**src/rtl/rv_arb_pkg.sv**
```systemverilog
// Shared types and the round-robin pick function for rv_reg_arbiter and
// future arbiters built on the same picker.
package rv_arb_pkg;

  typedef enum logic {
    EMPTY = 1'b0,
    FULL  = 1'b1
  } arb_state_e;

  // The picker is written for the widest supported requester count and
  // narrower instances zero-pad their inputs.
  localparam int MAXREQ = 8;
  localparam int PTRW   = 3;

  typedef struct packed {
    logic            found;
    logic [PTRW-1:0] idx;
  } rr_pick_t;

  // First set bit of valid scanning ptr, ptr+1, ... modulo nreq; ptr < nreq.
  function automatic rr_pick_t rr_pick(input logic [MAXREQ-1:0] valid,
                                       input logic [PTRW-1:0]   ptr,
                                       input int                nreq);
    rr_pick_t r;
    int       cand;
    r.found = 1'b0;
    r.idx   = '0;
    for (int k = 0; k < MAXREQ; k++) begin
      cand = int'(ptr) + k;
      if (cand >= nreq) cand = cand - nreq;
      if ((k < nreq) && !r.found && valid[cand[PTRW-1:0]]) begin
        r.found = 1'b1;
        r.idx   = cand[PTRW-1:0];
      end
    end
    return r;
  endfunction

endpackage

```
**src/rtl/rv_reg_arbiter_rr_select.sv**
```systemverilog
// rr_select: combinational round-robin picker over NREQ requesters,
// starting the search at ptr_i and wrapping modulo NREQ.
module rr_select #(
  parameter int NREQ = 4,
  parameter int IDW  = 2
) (
  input  logic [NREQ-1:0] valid_i,
  input  logic [IDW-1:0]  ptr_i,
  output logic            found_o,
  output logic [IDW-1:0]  idx_o
);
  import rv_arb_pkg::*;

  logic [MAXREQ-1:0] valid_ext;
  logic [PTRW-1:0]   ptr_ext;
  rr_pick_t          pick;

  always_comb begin
    valid_ext             = '0;
    valid_ext[NREQ-1:0]   = valid_i;
    ptr_ext               = PTRW'(ptr_i);
    pick                  = rr_pick(valid_ext, ptr_ext, NREQ);
    found_o               = pick.found;
    idx_o                 = IDW'(pick.idx);
  end

endmodule

```
**src/rtl/rv_reg_arbiter.sv**
```systemverilog
// rv_reg_arbiter: round-robin arbiter sharing one external mod_register slot
// between NREQ producers and one consumer. RV_REG_ARB_LOCK_EN adds burst locking.
module rv_reg_arbiter
  import rv_arb_pkg::*;
#(
  parameter int NREQ  = 4,
  parameter int WIDTH = 16,
  parameter int IDW   = 2
`ifdef RV_REG_ARB_LOCK_EN
  ,
  parameter int MAXBURST = 4
`endif
) (
  input  logic                  clk,
  input  logic                  rst,
  input  logic [NREQ-1:0]       req_valid,
  input  logic [NREQ*WIDTH-1:0] req_data,
  output logic [NREQ-1:0]       req_ready,
  output logic [WIDTH-1:0]      reg_in,
  output logic                  reg_en,
  input  logic [WIDTH-1:0]      reg_data,
  output logic                  out_valid,
  input  logic                  out_ready,
  output logic [WIDTH-1:0]      out_data,
  output logic [IDW-1:0]        out_id,
  output arb_state_e            dbg_state,
  output logic [IDW-1:0]        dbg_ptr
);

  // Handshake: a producer transfer happens on an edge where req_valid[i] and
  // req_ready[i] are both high; the consumer transfer happens on an edge where
  // out_valid and out_ready are both high. Both may occur on the same edge.

  arb_state_e     state_q, state_d;
  logic [IDW-1:0] ptr_q, ptr_d;
  logic [IDW-1:0] id_q, id_d;
  logic           free;
  logic           rr_found;
  logic [IDW-1:0] rr_idx;
  logic           grant;
  logic [IDW-1:0] gnt_idx;

  rr_select #(
    .NREQ (NREQ),
    .IDW  (IDW)
  ) u_rr_select (
    .valid_i (req_valid),
    .ptr_i   (ptr_q),
    .found_o (rr_found),
    .idx_o   (rr_idx)
  );

  // The slot can be refilled when empty or when it is draining this cycle.
  assign free = !rst && ((state_q == EMPTY) || out_ready);

`ifdef RV_REG_ARB_LOCK_EN
  localparam int CNTW = $clog2(MAXBURST + 1);

  logic [CNTW-1:0] cnt_q, cnt_d;
  logic            lock_hit;

  // cnt_q == 0 means no burst is open (after reset nothing has been granted).
  assign lock_hit = (cnt_q != '0) && req_valid[id_q] && (cnt_q < CNTW'(MAXBURST));
  assign grant    = free && (lock_hit || rr_found);
  assign gnt_idx  = lock_hit ? id_q : rr_idx;
`else
  assign grant   = free && rr_found;
  assign gnt_idx = rr_idx;
`endif

  always_comb begin
    state_d   = state_q;
    ptr_d     = ptr_q;
    id_d      = id_q;
    req_ready = '0;
    reg_en    = 1'b0;
    reg_in    = '0;
`ifdef RV_REG_ARB_LOCK_EN
    cnt_d     = cnt_q;
`endif
    if (grant) begin
      req_ready[gnt_idx] = 1'b1;
      reg_en             = 1'b1;
      reg_in             = req_data[int'(gnt_idx)*WIDTH +: WIDTH];
      state_d            = FULL;
      id_d               = gnt_idx;
`ifdef RV_REG_ARB_LOCK_EN
      if (lock_hit) begin
        cnt_d = cnt_q + 1'b1;
      end else begin
        cnt_d = CNTW'(1);
        ptr_d = (int'(gnt_idx) == NREQ - 1) ? '0 : gnt_idx + 1'b1;
      end
`else
      ptr_d = (int'(gnt_idx) == NREQ - 1) ? '0 : gnt_idx + 1'b1;
`endif
    end else if ((state_q == FULL) && out_ready) begin
      state_d = EMPTY;
    end
  end

  always_ff @(posedge clk) begin
    if (rst) begin
      state_q <= EMPTY;
      ptr_q   <= '0;
      id_q    <= '0;
`ifdef RV_REG_ARB_LOCK_EN
      cnt_q   <= '0;
`endif
    end else begin
      state_q <= state_d;
      ptr_q   <= ptr_d;
      id_q    <= id_d;
`ifdef RV_REG_ARB_LOCK_EN
      cnt_q   <= cnt_d;
`endif
    end
  end

  assign out_valid = (state_q == FULL);
  assign out_data  = reg_data;
  assign out_id    = id_q;
  assign dbg_state = state_q;
  assign dbg_ptr   = ptr_q;

endmodule

```
**config.mk**
```make
export PLATFORM = sky130hd
export DESIGN_NAME = rv_reg_arbiter
export DESIGN_NICKNAME = d
export VERILOG_FILES = /design/src/rtl/rv_arb_pkg.sv /design/src/rtl/rv_reg_arbiter_rr_select.sv /design/src/rtl/rv_reg_arbiter.sv
export SDC_FILE = /design/constraint.sdc
export NUM_CORES = 1
export LEC_CHECK = 0
export ABC_AREA = 1
export BUFFER_PORTS_ARGS = -buffer_cell sky130_fd_sc_hd__buf_4
export CORE_UTILIZATION = 41
export DETAILED_ROUTE_END_ITERATION = 6
export PLACE_DENSITY = 0.95
export SETUP_SLACK_MARGIN = 0.4
export SLEW_MARGIN = 20
export SYNTH_ARGS = -nofsm -noshare
export SYNTH_HDL_FRONTEND = slang
export SYNTH_SLANG_ARGS = --single-unit
```
**constraint.sdc**
```tcl
create_clock -name clk -period 3.1 [get_ports clk]
set_clock_uncertainty 0.1 [all_clocks]
set_input_delay 0.465 -clock clk [delete_from_list [all_inputs] [get_ports clk]]
set_output_delay 0.465 -clock clk [all_outputs]
set_load 0.05 [all_outputs]
```
Word level (Yosys, flattened, before mapping)
Index checks and enable logic that the tools add are counted.

cells by class
  add/subtract/negate cells = 8
  multiply operators = 0
  div/mod/pow operators = 0
  order comparisons = 10
  equal/unequal tests = 1
  shift-type cells = 1
  multiplexer cells = 24
  bitwise logic cells = 1
  reduce and logical (&&, ||, !) cells = 13

operators by type and width
  kind                                                                     number
  32-bit by 4-bit >= comparator with 1-bit output (second input constant)  3
  64-bit by 7-bit variable part select with 16-bit output                  1
  4-bit two-way mux                                                        5
  3-bit by 4-bit < comparator with 1-bit output (second input constant)    4
  16-bit two-way mux                                                       1
  1-bit binary-select mux with 3-bit select                                4
  3-bit two-way mux                                                        4
  3-bit subtractor (second input constant)                                 3
  1-bit two-way mux                                                        8
  1-bit logical AND                                                        7
  2-bit by 2-bit adder with 3-bit output (second input constant)           2
  1-bit zero test                                                          4
  2-bit by 1-bit adder with 3-bit output (second input constant)           1
  2-bit by 3-bit >= comparator with 1-bit output (second input constant)   1
  2-bit by 3-bit < comparator with 1-bit output (second input constant)    1
  2-bit by 3-bit subtractor with 3-bit output (second input constant)      1
  2-bit by 1-bit adder with 2-bit output (second input constant)           1
  1-bit demux with 2-bit select                                            1
  2-bit by 1-bit == test with 1-bit output (second input constant)         1
  2-bit by 1-bit >= comparator with 1-bit output (second input constant)   1
  2-bit two-way mux                                                        1
  2-bit nonzero test                                                       1
  1-bit logical OR                                                         1
  1-bit inverter                                                           1

storage, ports and cells
  flip-flop bits (word level) = 5
  bits in latches = 0
  bits in writable memories = 0
  ROM bits = 0
  input port bits = 87
  word-level logic and storage cells = 61
  memories kept = 0

Logic depth before layout (Yosys ltp)
  word-level depth = 19
  depth in mapped cells = 14

Hierarchy
A second synthesis with hierarchy kept.

second synthesis, totals
  cells, all modules = 292
  area total of the unflattened synthesis = 1,527.7 um2

modules (own cells, without submodules)
  module          instances  cells each  area each (um2)  seq. area each (um2)
  rv_reg_arbiter  1          233         1,233.7          100.1
  rr_select       1          59          294.0            0.0

Worst setup path after synthesis
Ideal clock, no wire load.

  path type = register to output
  from = register ptr_q[0], in the netlist dbg_ptr[0]
  to = output req_ready[0]
  arrival = 2.701 ns
  data required time = 2.535 ns
  slack = -0.166 ns
  stages on the path, launching flop included = 12
  buffers on the path = 1
  cells stage by stage = dfxtp_1 > buf_6 > nand2_1 > nand2_2 > nand2_1 > nand2_1 > nor2_1 > nor2_1 > nand2_4 > nand2_4 > inv_2 > nor3_1

between the ends
  cells in the longest elaborated chain, start to end = 19
  elaborated cells between the ends (all ways) = 40
  classes of those cells = 7 x add/sub; 6 x order compare; 19 x mux; 8 x reduce/logical

ends and longest elaborated chain
  what                                                                                                                                   line                   RTL
  start, declared                                                                                                                        rv_reg_arbiter.sv:35   logic [IDW-1:0] ptr_q, ptr_d;
  start signal, assigned                                                                                                                 rv_reg_arbiter.sv:112  ptr_q <= ptr_d;
  parallel branches: the longest is 13 deep, another holds 32-bit by 4-bit >= comparator with 1-bit output                               --
  4-bit two-way mux (*)                                                                                                                  rv_arb_pkg.sv:31       if ((k < nreq) && !r.found && valid[cand[PTRW-1:0]]) begin
  2-bit by 3-bit < comparator with 1-bit output (implied by the code) or 2-bit by 1-bit >= comparator with 1-bit output (tied branches)  rv_reg_arbiter.sv:82   req_ready[gnt_idx] = 1'b1;
  1-bit logical AND (implied by the code)                                                                                                rv_reg_arbiter.sv:82
  1-bit two-way mux (implied by the code)                                                                                                rv_reg_arbiter.sv:82
  1-bit demux with 2-bit select                                                                                                          rv_reg_arbiter.sv:82
  4-bit two-way mux (*)                                                                                                                  rv_reg_arbiter.sv:81   if (grant) begin
  end, declared                                                                                                                          rv_reg_arbiter.sv:18   output logic [NREQ-1:0] req_ready,

Mark *: on every way between the ends. The select of a mux whose other input is x is not followed.

Worst setup path after layout
  from = register ptr_q[0], in the netlist dbg_ptr[0]
  to = output reg_in[7]

between the ends
  cells in the longest elaborated chain, start to end = 16
  elaborated cells between the ends (all ways) = 36
  classes of those cells = 7 x add/sub; 4 x order compare; 1 x shift; 17 x mux; 7 x reduce/logical

ends and longest elaborated chain
  what                                                                                                      line                                        RTL
  parallel branches: the longest is 13 deep, another holds 32-bit by 4-bit >= comparator with 1-bit output  --
  4-bit two-way mux (*)                                                                                     rv_arb_pkg.sv:31
  64-bit by 7-bit variable part select with 16-bit output or 1-bit logical AND (tied branches)              rv_reg_arbiter.sv:84, rv_reg_arbiter.sv:67
  16-bit two-way mux (*)                                                                                    rv_reg_arbiter.sv:81
  end, declared                                                                                             rv_reg_arbiter.sv:19                        output logic [WIDTH-1:0] reg_in,

Marked as above.

==> impl_metrics.env <==
export IMPL_ctsRootBufferMaster="clkbuf_4"
export IMPL_setup_tns_final_ns=0
export IMPL_fp_dieW_um=60.3
export IMPL_tightestPinTransition_ns=0.243
export IMPL_clock_sinks=5
export IMPL_vias=2312
export IMPL_synth_distinct_cells=23
export IMPL_min_period_ns=2.86
export IMPL_rsz0062_at_grt="true"
export IMPL_cts_reportedPaths_clkPinSlew_ns=0.04
export IMPL_dr_pass1_iters=5
export IMPL_crit_required_ns=2.53
export IMPL_clock_latency_ns=0.25
export IMPL_nets=453
export IMPL_via_per_inst=5.67
export IMPL_drt_total_wl_um=6870
export IMPL_antenna_found_initial=0
export IMPL_cts_hold_buf=0
export IMPL_synth_top_area_cell="nand2_1"
export IMPL_syn_cell_area_um2=1390
export IMPL_cp_start_kind="flop"
export IMPL_synth_avg_cell_area_um2=5.20
export IMPL_die_h_um=60.3
export IMPL_synth_area_top_cells="nand2_1, nand3_1, buf_4"
export IMPL_grt_usage_pct=26.0
export IMPL_area_growth_synth_to_final_pct=87.5
export IMPL_port_buffers=97
export IMPL_synth_cells=268
export IMPL_fin_crit_sh_pct=92.3
export IMPL_synth_seq_cells=5
export IMPL_ios=130
export IMPL_ys_warn_count=0
export IMPL_wire_per_inst_um=16.8
export IMPL_insertedDiodeCount=0
export IMPL_grt_max_degree=28
export IMPL_cts_max_path_buffers=2
export IMPL_ant_nets=0
export IMPL_report_final_hold_viol_count=0
export IMPL_synth_top_area_share_pct=28.3
export IMPL_crit_path_end_kind="primary output"
export IMPL_worstPathArrival_ns=2.30
export IMPL_syn_nets=356
export IMPL_critPathMaxFanout=7
export IMPL_fp_row_count=20
export IMPL_dp_hpwl_um=3570
export IMPL_setup_violations=0
export IMPL_fmax_mhz=349
export IMPL_die_area_um2=3640
export IMPL_drive_above_1_share_pct=53.6
export IMPL_start_util_pct=44.6
export IMPL_h_tree_depth=1
export IMPL_holdPathStages=2
export IMPL_overflow=0
export IMPL_worstSetupPathType="flop to primary output"
export IMPL_status="completed"
export IMPL_hold_class="input port to flop"
export IMPL_drtIter0Drc=256
export IMPL_grt_pass1_wl_um=7280
export IMPL_grt_pass1_vias=1805
export IMPL_yosysSeqAreaShare_pct=7.18
export IMPL_rr_worst_depth=11
export IMPL_place_gp_congestion=0.867
export IMPL_core_area_um2=3130
export IMPL_slew_headroom_pct=83.7
export IMPL_tritoncts="yes"
export IMPL_drc=0
export IMPL_drv_slew=0
export IMPL_cts_buffers=3
export IMPL_maxCapViolations=0
==> cells by family (layout without fill, tap and decap cells) <==
group,Yosys count,count (layout),synth area share (%)
AND/OR/NAND/NOR,189,191,64.5
flip-flops,5,5,7.18
AO/OA/AOI/OAI,8,8,3.05
buffers and inverters,65,159,24.3
adder cells (fa/ha/maj),1,1,0.898
==> repair_timing <==
item | 4_1_cts | 5_1_grt
resized for setup | 10 | 88
setup buffers | 9 | 7
gates cloned | 0 | 4
endpoints found under the setup margin | 21 | 20
pin swaps | 5 | 22
==> critical path, cell delays in order (launching register included) <==
cell and delay (ns):
dfxtp_4 0.40, buf_6 0.15, nand2_2 0.06, nand3_1 0.11, nand2_2 0.11, a21oi_2 0.21
nand2_2 0.19, nand2_8 0.17, buf_8 0.14, nand2_1 0.07, nand2_1 0.09, nand3_2 0.08
nand2_2 0.11, buf_8 0.15
==> flip-flops by register name (all words and copies together), names as in the netlist <==
name	count
out_id	2
dbg_ptr	2
dbg_state	1
==> worst paths after layout <==
kind / slack (ns) / startpoint / endpoint
min: 0.31 / rst / out_id[0]$_SDFFE_PP0P_
max reg2reg: 0.83 / dbg_ptr[0]$_SDFFE_PP0P_ / dbg_ptr[1]$_SDFFE_PP0P_
min reg2reg: 0.36 / out_id[0]$_SDFFE_PP0P_ / out_id[0]$_SDFFE_PP0P_
max: 0.24 / dbg_ptr[0]$_SDFFE_PP0P_ / reg_in[7]
==> Yosys cell counts <==
cell and number:
nand3b_1 12, buf_2 4, o21ai_1 1, ha_1 1
nand2_4 2, nor3_1 1, buf_6 2, nand3_1 50
inv_2 4, nand2_2 3, o21a_1 1, nand3_4 1
nor2_2 2, nor2_4 2, nand2_1 105, nand3_2 4
dfxtp_1 5, clkbuf_1 2, nor2_1 7, a21oi_1 4
buf_4 20, inv_1 33, o21ai_0 2
==> layout by cell type, fill, tap and decap left out <==
master and count:
clkbuf_4 3, nor2_2 4, nor2_4 5, nand2_8 2
buf_8 12, dfxtp_1 3, clkbuf_16 2, inv_4 2
nand3_2 12, clkbuf_1 1, dfxtp_4 2, o21a_1 1
inv_2 1, nor3_2 1, nand2_1 71, buf_12 3
buf_6 10, buf_4 91, a21oi_2 1, o21ai_2 1
inv_1 32, nand2_4 3, nand3_1 41, nand3b_1 12
nand3_4 2, clkinv_8 1, ha_1 1, a21oi_1 3
nor2_1 2, o21ai_0 2, inv_6 1, nand2_2 36
==> through the flow <==
| step | util [%] | setup slack, ns | cells | instance area [µm²] | hold slack (ns) |
|---|---|---|---|---|---|
| floorplan | - | 0.416 | 268 | 1430 | 0.434 |
| global placement | 65.1 | 0.347 | 384 | 2040 | 0.356 |
| detailed placement | 65.1 | 0.264 | 384 | 2040 | 0.357 |
| CTS | 69.8 | 0.410 | 397 | 2180 | 0.309 |
| global route | 83.6 | 0.0799 | 408 | 2610 | 0.302 |
| finish | 83.6 | 0.238 | 408 | 2610 | 0.305 |
==> area by class of cell <==
type	instances	area [µm²]
clock buffers	4	26.3
fillers	192	514
inverters	37	161
multi-input cells	200	1180
flip-flops and latches	5	108
well taps	44	55.1
repair buffers	118	1090
==> metal layers <==
layer  global-route usage (%)  share of wire, %  up-vias
li1                         -                 -     1016
met1                     27.9                34     1066
met2                     48.5                52      165
met3                     3.90               7.5       65
met4                     13.6               6.8        0
met5                        0                 0        -
Power is left out: the tool's default activity adds up to more than one toggle a clock period on the data nets, which glitch-free logic cannot reach.
